===== config.mk =====
export PLATFORM = sky130hd
export DESIGN_NAME = deco_two_four_seq_flat
export DESIGN_NICKNAME = d
export VERILOG_FILES = /design/src/rtl/deco_pkg.sv /design/src/rtl/deco_two_four_seq_if.sv /design/src/rtl/deco_timer.sv /design/src/rtl/deco_two_four_seq.sv /design/src/flat_wrapper.sv
export SDC_FILE = /design/constraint.sdc
export NUM_CORES = 1
export LEC_CHECK = 0
export BUFFER_PORTS_ARGS = -buffer_cell sky130_fd_sc_hd__buf_2
export CORE_MARGIN = 8
export CORE_UTILIZATION = 45
export CTS_CLUSTER_DIAMETER = 120
export DETAILED_ROUTE_END_ITERATION = 12
export GPL_TIMING_DRIVEN = 1
export PLACE_DENSITY = 0.64
export REMOVE_ABC_BUFFERS = 1
export SKIP_LAST_GASP = 1
export SLEW_MARGIN = 0
export SYNTH_ARGS = -nofsm -noshare
export SYNTH_HDL_FRONTEND = slang
export SYNTH_HIERARCHICAL = 1
export SYNTH_SLANG_ARGS = --single-unit

===== constraint.sdc =====
create_clock -name clk -period 3.6 [get_ports clk]
set_input_delay 0.36 -clock clk [delete_from_list [all_inputs] [get_ports clk]]
set_output_delay 0.36 -clock clk [all_outputs]
set_load 0.005 [all_outputs]

===== src/rtl/deco_pkg.sv =====
// deco_pkg: shared types and helpers for the 2-to-4 pulse-train decoder.
// Contents: state_t FSM encoding, ONEHOT_W, onehot_of() code->line decode.
package deco_pkg;

   typedef enum logic [1:0] {
      S_IDLE,
      S_PULSE,
      S_GAP,
      S_DONE
   } state_t;

   localparam int ONEHOT_W = 4;

   function automatic logic [ONEHOT_W-1:0] onehot_of(
      input logic [1:0] c
   );
      onehot_of = ONEHOT_W'(1) << c;
   endfunction

endpackage


===== src/rtl/deco_two_four_seq_if.sv =====
// deco_two_four_seq_if: start/ready/done handshake plus decoded outputs.
// master drives code/start; slave (the decoder) drives the status/outputs.
interface deco_two_four_seq_if;
   import deco_pkg::*;

   logic [1:0]          code;
   logic                start;
   logic                ready;
   logic                busy;
   logic                done;
   logic [ONEHOT_W-1:0] onehot;
   logic [1:0]          pulse_idx;

   modport master (
      output code,
      output start,
      input  ready,
      input  busy,
      input  done,
      input  onehot,
      input  pulse_idx
   );

   modport slave (
      input  code,
      input  start,
      output ready,
      output busy,
      output done,
      output onehot,
      output pulse_idx
   );

endinterface


===== src/rtl/deco_timer.sv =====
// deco_timer: loadable down-counter shared by the pulse and gap phases.
// Ports: clk, rst (async high), load/load_val, en (decrement), zero flag.
module deco_timer #(
   parameter int CNT_W = 8
) (
   input  logic             clk,
   input  logic             rst,
   input  logic             load,
   input  logic [CNT_W-1:0] load_val,
   input  logic             en,
   output logic             zero
);

   logic [CNT_W-1:0] cnt;

   // Decrement stops at zero so the counter can never wrap.
   always_ff @(posedge clk or posedge rst) begin
      if (rst) begin
         cnt <= '0;
      end else if (load) begin
         cnt <= load_val;
      end else if (en && (cnt != '0)) begin
         cnt <= cnt - 1'b1;
      end
   end

   assign zero = (cnt == '0);

endmodule


===== src/rtl/deco_two_four_seq.sv =====
// deco_two_four_seq: decodes a 2-bit code to one-hot and plays it as code+1 pulses.
// Ports: clk, rst (async high), bus (slave: code/start in; ready/busy/done/onehot/pulse_idx out).
module deco_two_four_seq
   import deco_pkg::*;
#(
   parameter int PULSE_LEN = 4,
   parameter int GAP_LEN   = 2,
   parameter int CNT_W     = 8
) (
   input  logic                 clk,
   input  logic                 rst,
   deco_two_four_seq_if.slave   bus
);

   localparam logic [CNT_W-1:0] P_LOAD = CNT_W'(PULSE_LEN - 1);
   localparam logic [CNT_W-1:0] G_LOAD = CNT_W'(GAP_LEN - 1);

   state_t           state;
   state_t           state_nxt;
   logic [1:0]       code_q;
   logic [1:0]       code_nxt;
   logic [1:0]       idx_q;
   logic [1:0]       idx_nxt;
   logic             t_load;
   logic [CNT_W-1:0] t_val;
   logic             t_en;
   logic             t_zero;

   deco_timer #(
      .CNT_W (CNT_W)
   ) u_timer (
      .clk      (clk),
      .rst      (rst),
      .load     (t_load),
      .load_val (t_val),
      .en       (t_en),
      .zero     (t_zero)
   );

   always_ff @(posedge clk or posedge rst) begin
      if (rst) begin
         state  <= S_IDLE;
         code_q <= 2'd0;
         idx_q  <= 2'd0;
      end else begin
         state  <= state_nxt;
         code_q <= code_nxt;
         idx_q  <= idx_nxt;
      end
   end

   always_comb begin
      state_nxt = state;
      code_nxt  = code_q;
      idx_nxt   = idx_q;
      t_load    = 1'b0;
      t_val     = P_LOAD;
      t_en      = 1'b0;
      unique case (state)
         S_IDLE: begin
            if (bus.start) begin
               code_nxt  = bus.code;
               idx_nxt   = 2'd0;
               t_load    = 1'b1;
               t_val     = P_LOAD;
               state_nxt = S_PULSE;
            end
         end
         S_PULSE: begin
            if (t_zero) begin
               // Last pulse ends the run directly, no trailing gap.
               if (idx_q == code_q) begin
                  state_nxt = S_DONE;
               end else begin
                  t_load    = 1'b1;
                  t_val     = G_LOAD;
                  state_nxt = S_GAP;
               end
            end else begin
               t_en = 1'b1;
            end
         end
         S_GAP: begin
            if (t_zero) begin
               idx_nxt   = idx_q + 2'd1;
               t_load    = 1'b1;
               t_val     = P_LOAD;
               state_nxt = S_PULSE;
            end else begin
               t_en = 1'b1;
            end
         end
         S_DONE: begin
            state_nxt = S_IDLE;
         end
         default: begin
            state_nxt = S_IDLE;
         end
      endcase
   end

   logic in_run;
   assign in_run = (state == S_PULSE) || (state == S_GAP);

   assign bus.ready     = (state == S_IDLE);
   assign bus.busy      = in_run;
   assign bus.done      = (state == S_DONE);
   assign bus.onehot    = (state == S_PULSE) ? onehot_of(code_q) : '0;
   assign bus.pulse_idx = in_run ? idx_q : 2'd0;

endmodule


===== src/flat_wrapper.sv =====
// flat-port wrapper written by rule: the top's interface ports become plain ports
module deco_two_four_seq_flat import deco_pkg::*;
#(
   parameter int PULSE_LEN = 4,
   parameter int GAP_LEN   = 2,
   parameter int CNT_W     = 8
)
  (clk, rst, bus_code, bus_start, bus_ready, bus_busy, bus_done, bus_onehot, bus_pulse_idx);
  deco_two_four_seq_if bus_i ();
  input  logic clk;
  input  logic rst;
  input wire logic [$bits(bus_i.code)-1:0] bus_code;
  input wire logic [$bits(bus_i.start)-1:0] bus_start;
  output wire logic [$bits(bus_i.ready)-1:0] bus_ready;
  output wire logic [$bits(bus_i.busy)-1:0] bus_busy;
  output wire logic [$bits(bus_i.done)-1:0] bus_done;
  output wire logic [$bits(bus_i.onehot)-1:0] bus_onehot;
  output wire logic [$bits(bus_i.pulse_idx)-1:0] bus_pulse_idx;
  assign bus_i.code = bus_code;
  assign bus_i.start = bus_start;
  assign bus_ready = bus_i.ready;
  assign bus_busy = bus_i.busy;
  assign bus_done = bus_i.done;
  assign bus_onehot = bus_i.onehot;
  assign bus_pulse_idx = bus_i.pulse_idx;
  deco_two_four_seq #(.PULSE_LEN(PULSE_LEN), .GAP_LEN(GAP_LEN), .CNT_W(CNT_W)) u_core (.clk(clk), .rst(rst), .bus(bus_i));
endmodule

==> flow_metrics.py <==
metrics = {
    "status": {
        "status": "finished, final reports clean",
    },
    "floorplan": {
        "pin_count": 14,
        "die-area_sq_mm": 0.003855,
        "row_count": 16,
        "die_y_um": 62.09,
        "start_util": 0.4823,
        "core_area_sq_mm": 0.001982,
        "chipWidth_um": 62.09,
    },
    "detailed_routing": {
        "num_vias": 771,
        "first_iter_violations": 12,
        "routed_via_density": 5.006,
        "wl_mm": 1.930,
        "drc": 0,
        "postRouteAntennaNets": 0,
        "post_drt_wl_per_cell_um": 12.53,
        "firstDrtPassIters": 4,
    },
    "synthesis": {
        "synth.area.mux_share": 0.05759,
        "synth_simple_gate_area_frac": 0.2421,
        "synth_compound_area_frac": 0.1518,
        "synth.avg_cell_area_sq_um": 8.934,
        "synthAdderAreaFrac": 0.07853,
        "synth_warnings": 6,
        "synth_sequential_area_ratio": 0.3665,
        "synth.distinct_cells": 39,
        "postSynthCellCount": 107,
        "syn-cell-area_sq_um": 955.9,
        "synth-xor-area-share": 0.05497,
        "ys_seq_elements": 14,
        "synth_top_family_by_area": "simple AND/OR/NAND/NOR gates",
    },
    "worst_setup_path": {
        "cp.buffers_inverters": 2,
        "cp.required_ps": 3740,
        "cp_cell_sequence": "inv_1 > ha_1 > or4b_4 > nor2_1 > o211ai_1 > a31oi_1 > buf_4 > nor2b_1 > a22oi_1 > o41ai_1",
        "crit_path_top_delay_cell": "nor2_1",
        "crit_arrival_ps": 2900,
        "worstPathMaxFanout": 17,
        "rrSetupSlack_ps": 840,
        "start_kind": "flop",
        "worstSetupPathType": "reg -> reg",
        "cpPeakStageDelay_ps": 500,
        "cp_top_family": "simple AND/OR/NAND/NOR gates",
        "end_kind": "flop",
    },
    "global_route": {
        "grt_max_degree": 18,
        "grt_pass1_wl_mm": 3.456,
        "grtUsageTotal": 0.1214,
        "antenna_found_initial": 0,
        "grt-ovfl-total": 0,
        "grt_pass1_vias": 729,
    },
    "cells_and_area": {
        "drive_gt1_frac": 0.2047,
        "final_util": 0.5524,
        "diodes": 0,
        "final_cell_mix": "nand2_1, dfrtp_1, buf_2, inv_1, conb_1",
        "area_growth_pct": 14.53,
        "fin_cells": 154,
        "nNetsFinal": 140,
    },
    "run": {
        "maxCapViolations": 0,
    },
    "sta": {
        "timing.hold.ws_ps": 10.04,
        "min_period_over_period": 0.7656,
        "fmax_ghz": 0.3628,
        "skew_ps": 1.482,
        "worst_pin_slew_ps": 624.2,
        "setup_viol": 0,
        "slew_viol_final": 0,
        "finalSetupTns_ps": 0,
        "slew-limit-headroom": 0.5780,
        "fin_crit_ps": 2756,
        "finalHoldViolCount": 0,
        "rsz0062_at_grt": "no",
    },
    "place": {
        "dp_hpwl_mm": 1.567,
        "place_inst": 151,
        "io_buffer_count": 13,
        "gp_congestion": 0.7856,
    },
    "min_path": {
        "hold_class": "in -> async",
    },
    "power": {
        "powerDensity_mw_per_mm2": 763.4,
        "p_leak_nw": 0.5037,
        "vdd.ir_drop.worst_mv": 0.4036,
    },
    "clock_tree": {
        "postCtsSetupRepairBufs": 0,
        "h-tree-depth": 1,
        "tritoncts": "done",
        "cts.clk_slew.worst_paths_ps": 80,
        "cts.sinks": 14,
        "hold_buffers": 0,
        "clock_latency_ps": 270,
        "cts_max_path_buffers": 2,
        "clock-root-buffer": "clkbuf_4",
        "numCtsBuffers": 3,
        "cts_resized": 0,
    },
}
-- path summary, 6_finish.rpt --
path | endpoint | cells after the start | start
min in group clk | u_core/code_q[1]$_DFFE_PP0P_ | 2 | bus_code[1]
worst min-delay path | u_core/code_q[1]$_DFFE_PP0P_ | 2 | rst
max in group asynchronous | u_core/u_timer/cnt[2]$_DFFE_PP0P_ | 2 | rst
worst min register to register | u_core/u_timer/cnt[3]$_DFFE_PP0P_ | 1 | u_core/u_timer/cnt[3]$_DFFE_PP0P_
worst max register to register | u_core/u_timer/cnt[3]$_DFFE_PP0P_ | 10 | u_core/u_timer/cnt[0]$_DFFE_PP0P_
worst max-delay path | u_core/u_timer/cnt[3]$_DFFE_PP0P_ | 10 | u_core/u_timer/cnt[0]$_DFFE_PP0P_
-- state kept, by name (all words and copies together) (netlist names) --
| signal | flops |
|---|---|
| u_core/u_timer/cnt | 8 |
| u_core/code_q | 2 |
| u_core/idx_q | 2 |
| u_core/state | 2 |
-- power breakdown --
group / leakage, nW / internal (mW) / switching [mW] / total, mW
clock: 0.0138 / 0.0388 / 0.0479 / 0.0867
sequential: 0.174 / 0.224 / 0.0734 / 0.298
combinational: 0.316 / 0.213 / 0.239 / 0.451
-- cell families after synthesis --
| logic type | count (synthesis) |
|---|---|
| flops | 14 |
| fa+ha+maj | 6 |
| xor+xnor | 6 |
| simple gates | 41 |
| mux | 5 |
| buf+inv | 10 |
| other cells | 2 |
| compound gates | 23 |
-- cells in the mapped netlist --
cell / n / area share
or4b_4: 1 / 0.014
nand2b_1: 3 / 0.020
a31oi_1: 2 / 0.013
nand2_1: 14 / 0.055
o41ai_1: 1 / 0.0092
o311ai_0: 1 / 0.0092
o21ai_0: 6 / 0.031
mux2_2: 3 / 0.035
xnor2_1: 2 / 0.018
dfrtp_1: 14 / 0.37
buf_2: 1 / 0.0052
and3_2: 1 / 0.0079
mux2i_1: 1 / 0.010
or2_2: 1 / 0.0065
nor3b_1: 2 / 0.016
nor2_1: 4 / 0.016
mux2_1: 1 / 0.012
xor2_1: 4 / 0.037
nand4_1: 1 / 0.0065
a22oi_1: 1 / 0.0079
ha_1: 6 / 0.079
o31a_1: 1 / 0.0092
nor4b_1: 1 / 0.0092
o21ai_2: 1 / 0.0092
nor2b_1: 3 / 0.020
o31ai_1: 2 / 0.016
or3_4: 1 / 0.012
conb_1: 2 / 0.0079
clkbuf_1: 1 / 0.0039
o211ai_1: 1 / 0.0079
and2b_1: 1 / 0.0079
nand3_1: 3 / 0.016
a211oi_1: 1 / 0.0079
o21ai_1: 3 / 0.016
and2_1: 2 / 0.013
inv_1: 8 / 0.031
nor3_1: 2 / 0.010
nor4_2: 1 / 0.013
a21oi_1: 3 / 0.016
-- layer usage --
metal	wire [um]	share of wire	global-route usage
met1	973	0.50	0.1651
met2	898	0.47	0.1814
met3	58	0.030	0.03704
met4	0	0	0.02922
met5	0	0	0
-- cell type report --
type,count,area (sq um)
tap,27,33.78
timing repair buffer,14,72.57
inverter,8,30.03
clock buffer,3,22.52
sequential,14,350.3
fill,196,887.1
multi-input combinational,88,585.6
-- through the flow --
stage	total power [mW]	setup WS [ps]	cell area, sq um
finish	0.8358	843.8	1095
global route	0.9173	510.8	1095
CTS	0.8441	840.3	1095
detailed placement	0.7528	856.0	1072
global placement	0.7404	983.1	1072
floorplan	0.6273	703.9	965.9
(Power assumes the default switching activity.)
